$ cat config.mk
export PLATFORM = sky130hd
export DESIGN_NAME = shift_exec_unit
export DESIGN_NICKNAME = d
export VERILOG_FILES = /design/src/rtl/blimp_exec_pkg.sv /design/src/rtl/shift_exec_stage.sv /design/src/rtl/shift_exec_unit.sv
export SDC_FILE = /design/constraint.sdc
export NUM_CORES = 1
export LEC_CHECK = 0
export ABC_AREA = 1
export CAP_MARGIN = 20
export CORE_MARGIN = 4
export CORE_UTILIZATION = 44
export DETAILED_ROUTE_END_ITERATION = 8
export PLACE_DENSITY = 0.72
export RECOVER_POWER = 25
export SLEW_MARGIN = 10
export SYNTH_ARGS = -nofsm -noshare
export SYNTH_HDL_FRONTEND = slang
export SYNTH_HIERARCHICAL = 1
export SYNTH_SLANG_ARGS = --single-unit
$ cat constraint.sdc
create_clock -name clk -period 1.7 [get_ports clk]
set_input_delay 0.51 -clock clk [delete_from_list [all_inputs] [get_ports clk]]
set_output_delay 0.51 -clock clk [all_outputs]
set_load 0.02 [all_outputs]
$ cat src/rtl/blimp_exec_pkg.sv
// Shared definitions for the BlimpV7 execute units: datapath width and shift opcodes.
package blimp_exec_pkg;

    localparam int XLEN       = 32;
    localparam int SHAMT_BITS = 5;

    typedef enum logic [1:0] {
        SHIFT_SLL  = 2'b00,
        SHIFT_SRL  = 2'b01,
        SHIFT_SRA  = 2'b10,
        SHIFT_PASS = 2'b11
    } shift_op_t;

endpackage

$ cat src/rtl/shift_exec_stage.sv
// One registered val/rdy pipeline stage that shifts its held operand by a slice of the
// shift amount, scaled by p_step. Tags ride along untouched.
module shift_exec_stage
    import blimp_exec_pkg::*;
#(
    parameter int p_shamt_lsb = 0,
    parameter int p_shamt_msb = 2,
    parameter int p_step      = 1,
    parameter int p_tag_w     = 1
) (
    input  logic                               clk,
    input  logic                               rst,
    input  logic                               in_val,
    output logic                               in_rdy,
    input  shift_op_t                          in_op,
    input  logic [XLEN-1:0]                    in_data,
    input  logic [p_shamt_msb-p_shamt_lsb:0]   in_shamt,
    input  logic [p_tag_w-1:0]                 in_tag,
    output logic                               out_val,
    input  logic                               out_rdy,
    output shift_op_t                          out_op,
    output logic [XLEN-1:0]                    out_data,
    output logic [p_tag_w-1:0]                 out_tag
);

    logic                             val_q;
    shift_op_t                        op_q;
    logic [XLEN-1:0]                  data_q;
    logic [p_shamt_msb-p_shamt_lsb:0] shamt_q;
    logic [p_tag_w-1:0]               tag_q;
    logic [SHAMT_BITS-1:0]            amt;

    assign in_rdy = !val_q || out_rdy;

    // NOTE: sequential state uses non-blocking assignments so every register samples pre-edge values.
    always_ff @(posedge clk) begin
        if (rst) begin
            val_q   <= 1'b0;
            op_q    <= SHIFT_SLL;
            data_q  <= '0;
            shamt_q <= '0;
            tag_q   <= '0;
        end else if (in_rdy) begin
            val_q <= in_val;
            // Payload only changes on a real accept, so a stalled output stays stable.
            if (in_val) begin
                op_q    <= in_op;
                data_q  <= in_data;
                shamt_q <= in_shamt;
                tag_q   <= in_tag;
            end
        end
    end

    assign amt = SHAMT_BITS'(shamt_q) * SHAMT_BITS'(p_step);

    // NOTE: the default assignment ahead of the case keeps this block free of inferred latches.
    always_comb begin
        out_data = data_q;
        case (op_q)
            SHIFT_SLL:  out_data = data_q << amt;
            SHIFT_SRL:  out_data = data_q >> amt;
            SHIFT_SRA:  out_data = XLEN'($signed(data_q) >>> amt);
            SHIFT_PASS: out_data = data_q;
            default:    out_data = data_q;
        endcase
    end

    assign out_val = val_q;
    assign out_op  = op_q;
    assign out_tag = tag_q;

endmodule

$ cat src/rtl/shift_exec_unit.sv
// Two-stage shift execute unit: coarse byte-granular shift in S1, fine bit shift in S2,
// with destination register, sequence number and PC carried alongside.
module shift_exec_unit
    import blimp_exec_pkg::*;
#(
    parameter int p_seq_num_bits  = 5,
    parameter int p_num_phys_regs = 36
) (
    input  logic                               clk,
    input  logic                               rst,
    input  logic                               d_val,
    output logic                               d_rdy,
    input  shift_op_t                          d_op,
    input  logic [XLEN-1:0]                    d_op1,
    input  logic [XLEN-1:0]                    d_op2,
    input  logic [$clog2(p_num_phys_regs)-1:0] d_waddr,
    input  logic [p_seq_num_bits-1:0]          d_seq_num,
    input  logic [XLEN-1:0]                    d_pc,
    output logic                               w_val,
    input  logic                               w_rdy,
    output logic [XLEN-1:0]                    w_data,
    output logic [$clog2(p_num_phys_regs)-1:0] w_waddr,
    output logic [p_seq_num_bits-1:0]          w_seq_num,
    output logic [XLEN-1:0]                    w_pc
);

    localparam int PREG_W  = $clog2(p_num_phys_regs);
    localparam int TAG_W   = PREG_W + p_seq_num_bits + XLEN;
    localparam int FINE_W  = 3;
    localparam int S1_TAG_W = TAG_W + FINE_W;

    logic                 s1_in_rdy;
    logic                 s1_val;
    logic                 s2_in_rdy;
    shift_op_t            s1_op;
    logic [XLEN-1:0]      s1_data;
    logic [S1_TAG_W-1:0]  s1_tag;
    logic [TAG_W-1:0]     s2_tag;
    shift_op_t            s2_op_unused;
    logic                 op2_hi_unused;

    assign op2_hi_unused = |d_op2[XLEN-1:SHAMT_BITS];

    // The fine shamt bits ride in S1's tag so each stage only stores the slice it consumes.
    shift_exec_stage #(
        .p_shamt_lsb (3),
        .p_shamt_msb (4),
        .p_step      (8),
        .p_tag_w     (S1_TAG_W)
    ) u_coarse (
        .clk      (clk),
        .rst      (rst),
        .in_val   (d_val),
        .in_rdy   (s1_in_rdy),
        .in_op    (d_op),
        .in_data  (d_op1),
        .in_shamt (d_op2[4:3]),
        .in_tag   ({d_op2[2:0], d_waddr, d_seq_num, d_pc}),
        .out_val  (s1_val),
        .out_rdy  (s2_in_rdy),
        .out_op   (s1_op),
        .out_data (s1_data),
        .out_tag  (s1_tag)
    );

    shift_exec_stage #(
        .p_shamt_lsb (0),
        .p_shamt_msb (2),
        .p_step      (1),
        .p_tag_w     (TAG_W)
    ) u_fine (
        .clk      (clk),
        .rst      (rst),
        .in_val   (s1_val),
        .in_rdy   (s2_in_rdy),
        .in_op    (s1_op),
        .in_data  (s1_data),
        .in_shamt (s1_tag[S1_TAG_W-1:TAG_W]),
        .in_tag   (s1_tag[TAG_W-1:0]),
        .out_val  (w_val),
        .out_rdy  (w_rdy),
        .out_op   (s2_op_unused),
        .out_data (w_data),
        .out_tag  (s2_tag)
    );

    assign {w_waddr, w_seq_num, w_pc} = s2_tag;
    assign d_rdy = s1_in_rdy && !rst;

endmodule

* Word-level counts from Yosys, hierarchy flattened *
Cells that the tools add are included.

cells by class
  add/subtract/negate cells = 0
  multiply operators = 0
  div/mod/pow operators = 0
  magnitude comparators = 0
  eq/ne operators = 6
  shifts and indexed selects = 6
  multiplexer cells = 2
  bitwise operators = 0
  reductions and logical operators = 10

operators by type and width
  cell                                                             number
  32-bit one-hot mux with 4 select lines                           2
  32-bit by 3-bit left shift with 32-bit output                    1
  32-bit by 5-bit left shift with 32-bit output                    1
  32-bit by 3-bit right shift with 32-bit output                   1
  32-bit by 5-bit right shift with 32-bit output                   1
  32-bit by 3-bit >>> shifter with 32-bit output                   1
  32-bit by 5-bit >>> shifter with 32-bit output                   1
  2-bit == test, second input constant                             4
  2-bit by 1-bit == test with 1-bit output, second input constant  2
  2-bit logical NOT                                                2
  2-bit AND reduction                                              2
  1-bit logical NOT                                                3
  1-bit logical OR                                                 2
  1-bit logical AND                                                1

word-level totals
  flip-flop bits (word level) = 164
  latch bits = 0
  RAM bits = 0
  ROM bits = 0
  bits of input ports = 113
  output and inout bits = 77
  word-level logic and storage cells = 34
  memories kept = 0

* Logic depth before layout (Yosys ltp) *
  word-level depth = 4
  mapped depth = 11
  mapped depth without buffers = 9

* By module *
The synthesis kept the hierarchy.

modules (own cells, without submodules)
  module                       instances  cells each  area an instance (µm²)  sequential area each (µm²)
  shift_exec_stage (u_fine)    1          897         5,266.3                 1,621.6
  shift_exec_stage (u_coarse)  1          710         4,551.9                 1,661.6
  shift_exec_unit              1          2           10.0                    0.0

* Worst setup path before layout *
No wires, ideal clock.

  path type = reg-to-output
  from = reg u_fine.op_q[1], in the netlist u_fine/out_op[1]
  to = out w_data[9]
  data arrival time = 1.345 ns
  required time = 1.190 ns
  path slack = -0.155 ns
  stages on the path, launching flop included = 10
  buffers on the path = 1
  cells stage by stage = dfxtp_1 > nor2_2 > inv_2 > nand2_2 > inv_2 > nand2_2 > inv_2 > buf_4 > a21oi_1 > nand3_1

on the way
  word-level cells in the longest chain between the ends = 2
  elaborated cells on any way between the ends = 5
  those cells by class = eq/ne: 3; mux: 1; reduce/logical: 1

RTL lines
  what                                      RTL line                text
  from (decl)                               shift_exec_stage.sv:27  shift_op_t op_q;
  from (signal assigned)                    shift_exec_stage.sv:47  op_q <= in_op;
  2-bit == test (tied with other cells)     shift_exec_stage.sv:60  case (op_q)
  32-bit one-hot mux with 4 select lines *  shift_exec_stage.sv:60
  to (decl)                                 shift_exec_unit.sv:21   output logic [XLEN-1:0] w_data,

Every way passes the cells marked *; elsewhere a longest branch is shown, timed or not.

* Final worst setup path *
  from = reg u_fine.shamt_q[0]
  to = out w_data[18]

on the way
  word-level cells in the longest chain between the ends = 2
  elaborated cells on any way between the ends = 4
  those cells by class = shift: 3; mux: 1

RTL lines
  what                                                                    RTL line                text
  from (decl)                                                             shift_exec_stage.sv:29  logic [p_shamt_msb-p_shamt_lsb:0] shamt_q;
  from (signal assigned)                                                  shift_exec_stage.sv:49  shamt_q <= in_shamt;
  32-bit by 3-bit >>> shifter with 32-bit output (tied with other cells)  shift_exec_stage.sv:63  SHIFT_SRA: out_data = XLEN'($signed(data_q) >>> amt);
  32-bit one-hot mux with 4 select lines *                                shift_exec_stage.sv:60

Marked as above.

==> impl_metrics.tcl <==
set metrics [dict create \
    yosysTopAreaCell "dfxtp_1" \
    synth_compound_area_share_pct 17.1 \
    cp-end-kind "output pin" \
    synthArstFlopShare_pct 0 \
    ant_nets 0 \
    slew_viol_final 0 \
    setup_violations 53 \
    antenna_found_initial 0 \
    grt-ovfl-total 0 \
    num_antenna_cells 0 \
    maxCapViolCount 0 \
    share_comb_of_total_power_pct 29.3 \
    hold_path.class "reg2reg" \
    grt_max_degree 152 \
    cellLeakagePower_nw 6.74 \
    final_nets 2012 \
    dieArea_sq_um 24800 \
    yosysWarnings 6 \
    startpoint_type "register" \
    r2r-start "u_fine/out_val$_SDFFE_PP0N_" \
    cts_made_buffers 17 \
    die_w_um 157 \
    grt_usage_pct 29.8 \
    status "complete, but fails checks" \
    clkSinkCount 164 \
    yosysTopAreaCellShare_pct 33.4 \
    dp.cells 2136 \
    cts_tree "done" \
    p_int_mw 7.58 \
    setup.worst_path.start "u_fine/shamt_q[0]$_SDFFE_PP0P_" \
    required_ns 1.19 \
    fmax_mhz 399 \
    synthAdderAreaFrac_pct 0 \
    drtIter0Drc 1100 \
    drt_wl_total_um 38300 \
    wl_per_cell_um 17.5 \
    seq_area_frac_synth_pct 33.4 \
    synth_edf_count 0 \
    avgSynthCellArea_sq_um 6.11 \
    clk_root_buffer_cell "clkbuf_16" \
    finalCriticalPeriod_ns 2.51 \
    power_mw 11.7 \
    dr.pass1.iters 6 \
    ys_types 39 \
    slew_headroom_pct 52.6 \
    synth-simple-area-share_pct 40.0 \
    synth_top_family_by_area "simple AND/OR/NAND/NOR gates" \
    powerDensity_nw_per_um2 796 \
    grt_pass1_wl_um 59300 \
    yosys-top-cells-area "dfxtp_1 (33%), nand2_1 (24%), a21oi_1 (9.5%)" \
    io_buffers 162 \
    area_growth_pct 49.6 \
    synth-xor-area-share_pct 0 \
    drive_above_1_share_pct 26.3 \
    initial_core_util_pct 44.9 \
    cts.clk_slew.worst_paths_ns 0.07 \
    hold_viol 0 \
    switching_share_pct 35.2 \
    cts_buffer_depth 2 \
    finClkSkew_ns 0.0127 \
    vias_per_cell 5.49 \
    syn_inst 1609 \
    drc 0 \
    seqPwrFrac_pct 36.0 \
    ioPinCount 190 \
    synth_flop_cell "dfxtp_1" \
    synth_area_sq_um 9830 \
    gp_congestion 1.03 \
    num_rows 54 \
    synth_seq_cells 164 \
    switchingPower_mw 4.13 \
    setup_slack_ns -0.808 \
    dp_hpwl_um 27400 \
    layout.cells.non_filler 2192 \
    worst_pin_slew_ns 0.710 \
    rsz0062_at_grt "yes" \
    crit_path_max_fanout 6 \
    ir_drop_uv 702 \
    die_h_um 157 \
    clock_latency_ns 0.43 \
    min_from "u_coarse/out_tag[39]$_SDFFE_PP0P_" \
    violations "setup timing" \
    syn_nets 1722 \
    coreArea_sq_um 21900 \
    grt_pass1_vias 11400 \
    cts_max_level 4 \
    muxShareOfSynthArea_pct 0.713 \
    pwr-share-clk_pct 34.6 \
    min_period_over_period_pct 148 \
    cp.arrival_ns 2.00 \
    ctsHoldBuffers 0 \
    via_count 12000 \
    critPathKind "reg2out" \
]
## final timing paths
| kind | end | slack [ns] | depth (start not counted) |
|---|---|---|---|
| worst max-delay path | w_data[18] | -0.81 | 11 |
| worst min-delay path | u_fine/out_tag[39]$_SDFFE_PP0P_ | 0.46 | 2 |
| worst max register to register | u_coarse/data_q[20]$_SDFFE_PP0P_ | -0.06 | 8 |
| worst min register to register | u_fine/out_tag[39]$_SDFFE_PP0P_ | 0.46 | 2 |
## stage by stage
stage | worst slack [ns] | TNS, ns | util, % | area, sq um | hold slack, ns
6_report | -0.808 | -23.66 | 67.2 | 14700 | 0.461
5_1_grt | -0.884 | -32.77 | 67.2 | 14700 | 0.475
3_3_place_gp | -0.721 | -53.39 | 60.3 | 13200 | 0.445
3_5_place_dp | -0.727 | -56.02 | 60.3 | 13200 | 0.451
4_1_cts | -0.765 | -22.03 | 63.7 | 13900 | 0.455
2_1_floorplan | -0.0371 | -0.427 | - | 10100 | 0.441
## registers in the layout, indices dropped and copies added (netlist names)
name / flops
u_coarse/out_tag: 46
u_fine/out_tag: 43
u_coarse/data_q: 32
u_fine/data_q: 32
u_fine/shamt_q: 3
u_coarse/out_op: 2
u_coarse/shamt_q: 2
u_fine/out_op: 2
u_coarse/out_val: 1
u_fine/out_val: 1
## synthesized netlist by cell type, types with 4 or more instances
| master | number |
|---|---|
| nand4_1 | 22 |
| o21ai_1 | 9 |
| o21a_1 | 8 |
| nand3_1 | 124 |
| nor2_1 | 116 |
| dfxtp_1 | 164 |
| nand4_2 | 4 |
| o211ai_1 | 9 |
| inv_2 | 16 |
| nand2_2 | 14 |
| nor3_1 | 4 |
| a21oi_1 | 187 |
| a211oi_1 | 40 |
| nand3b_1 | 10 |
| buf_4 | 10 |
| o21ai_0 | 35 |
| buf_1 | 7 |
| buf_2 | 44 |
| inv_1 | 71 |
| mux2i_1 | 7 |
| nand2_1 | 637 |
| clkbuf_1 | 43 |
## cells in the final DEF (no fill, tap or decap), drive strengths merged, types with 33 or more instances in the layout
cell and count:
dfxtp 164, o21ai 45, nand3 125, inv 95, nand2 653, a211oi 40, clkdlybuf4s50 83, a21oi 188
dlygate4sd2 33, nor2 121, buf 242
## power groups by stage
| stage | combinational (mW) | sequential (mW) | clock [mW] |
|---|---|---|---|
| 5_1_grt | 3.69 | 4.24 | 4.28 |
| 2_1_floorplan | 1.66 | 4.28 | 0 |
| 4_1_cts | 3.11 | 4.20 | 4.13 |
| 6_report | 3.44 | 4.22 | 4.06 |
| 3_5_place_dp | 3.08 | 4.29 | 0 |
| 3_3_place_gp | 3.07 | 4.29 | 0 |
## cells by family after synthesis
| group | Yosys count |
|---|---|
| simple gates | 944 |
| flops | 164 |
| compound gates | 299 |
| mux | 7 |
| buf+inv | 195 |
## timing repair
action / 4_1_cts / 5_1_grt
gates cloned: 1 / 7
setup buffers: 13 / 5
gates resized for setup: 252 / 190
setup endpoints to repair: 79 / 75
pin swaps: 14 / 40
## routing by layer
layer / routed length [um] / global-route usage (%)
met1: 16100 / 39.1
met2: 17600 / 49.2
met3: 3350 / 6.98
met4: 1200 / 8.60
met5: 0 / 0
## cell type report
| type | count | area (sq um) |
|---|---|---|
| Clock inverter | 15 | 196 |
| Inverter | 87 | 347 |
| Sequential cell | 164 | 3300 |
| Timing Repair Buffer | 379 | 3700 |
| Clock buffer | 17 | 425 |
| Multi-Input combinational cell | 1250 | 6390 |
| Fill cell | 2029 | 7190 |
| Tap cell | 280 | 350 |
## worst max-delay path: stages (launching register included)
cell and delay [ns]:
dfxtp_4 0.38, clkbuf_16 0.17, buf_8 0.13, nand2_2 0.06, inv_2 0.04, a21oi_2 0.12, nand2_1 0.10, nand2_2 0.08
nor2_2 0.04, nor2_1 0.11, nand3b_1 0.16, buf_6 0.18
(Power assumes the default switching activity.)
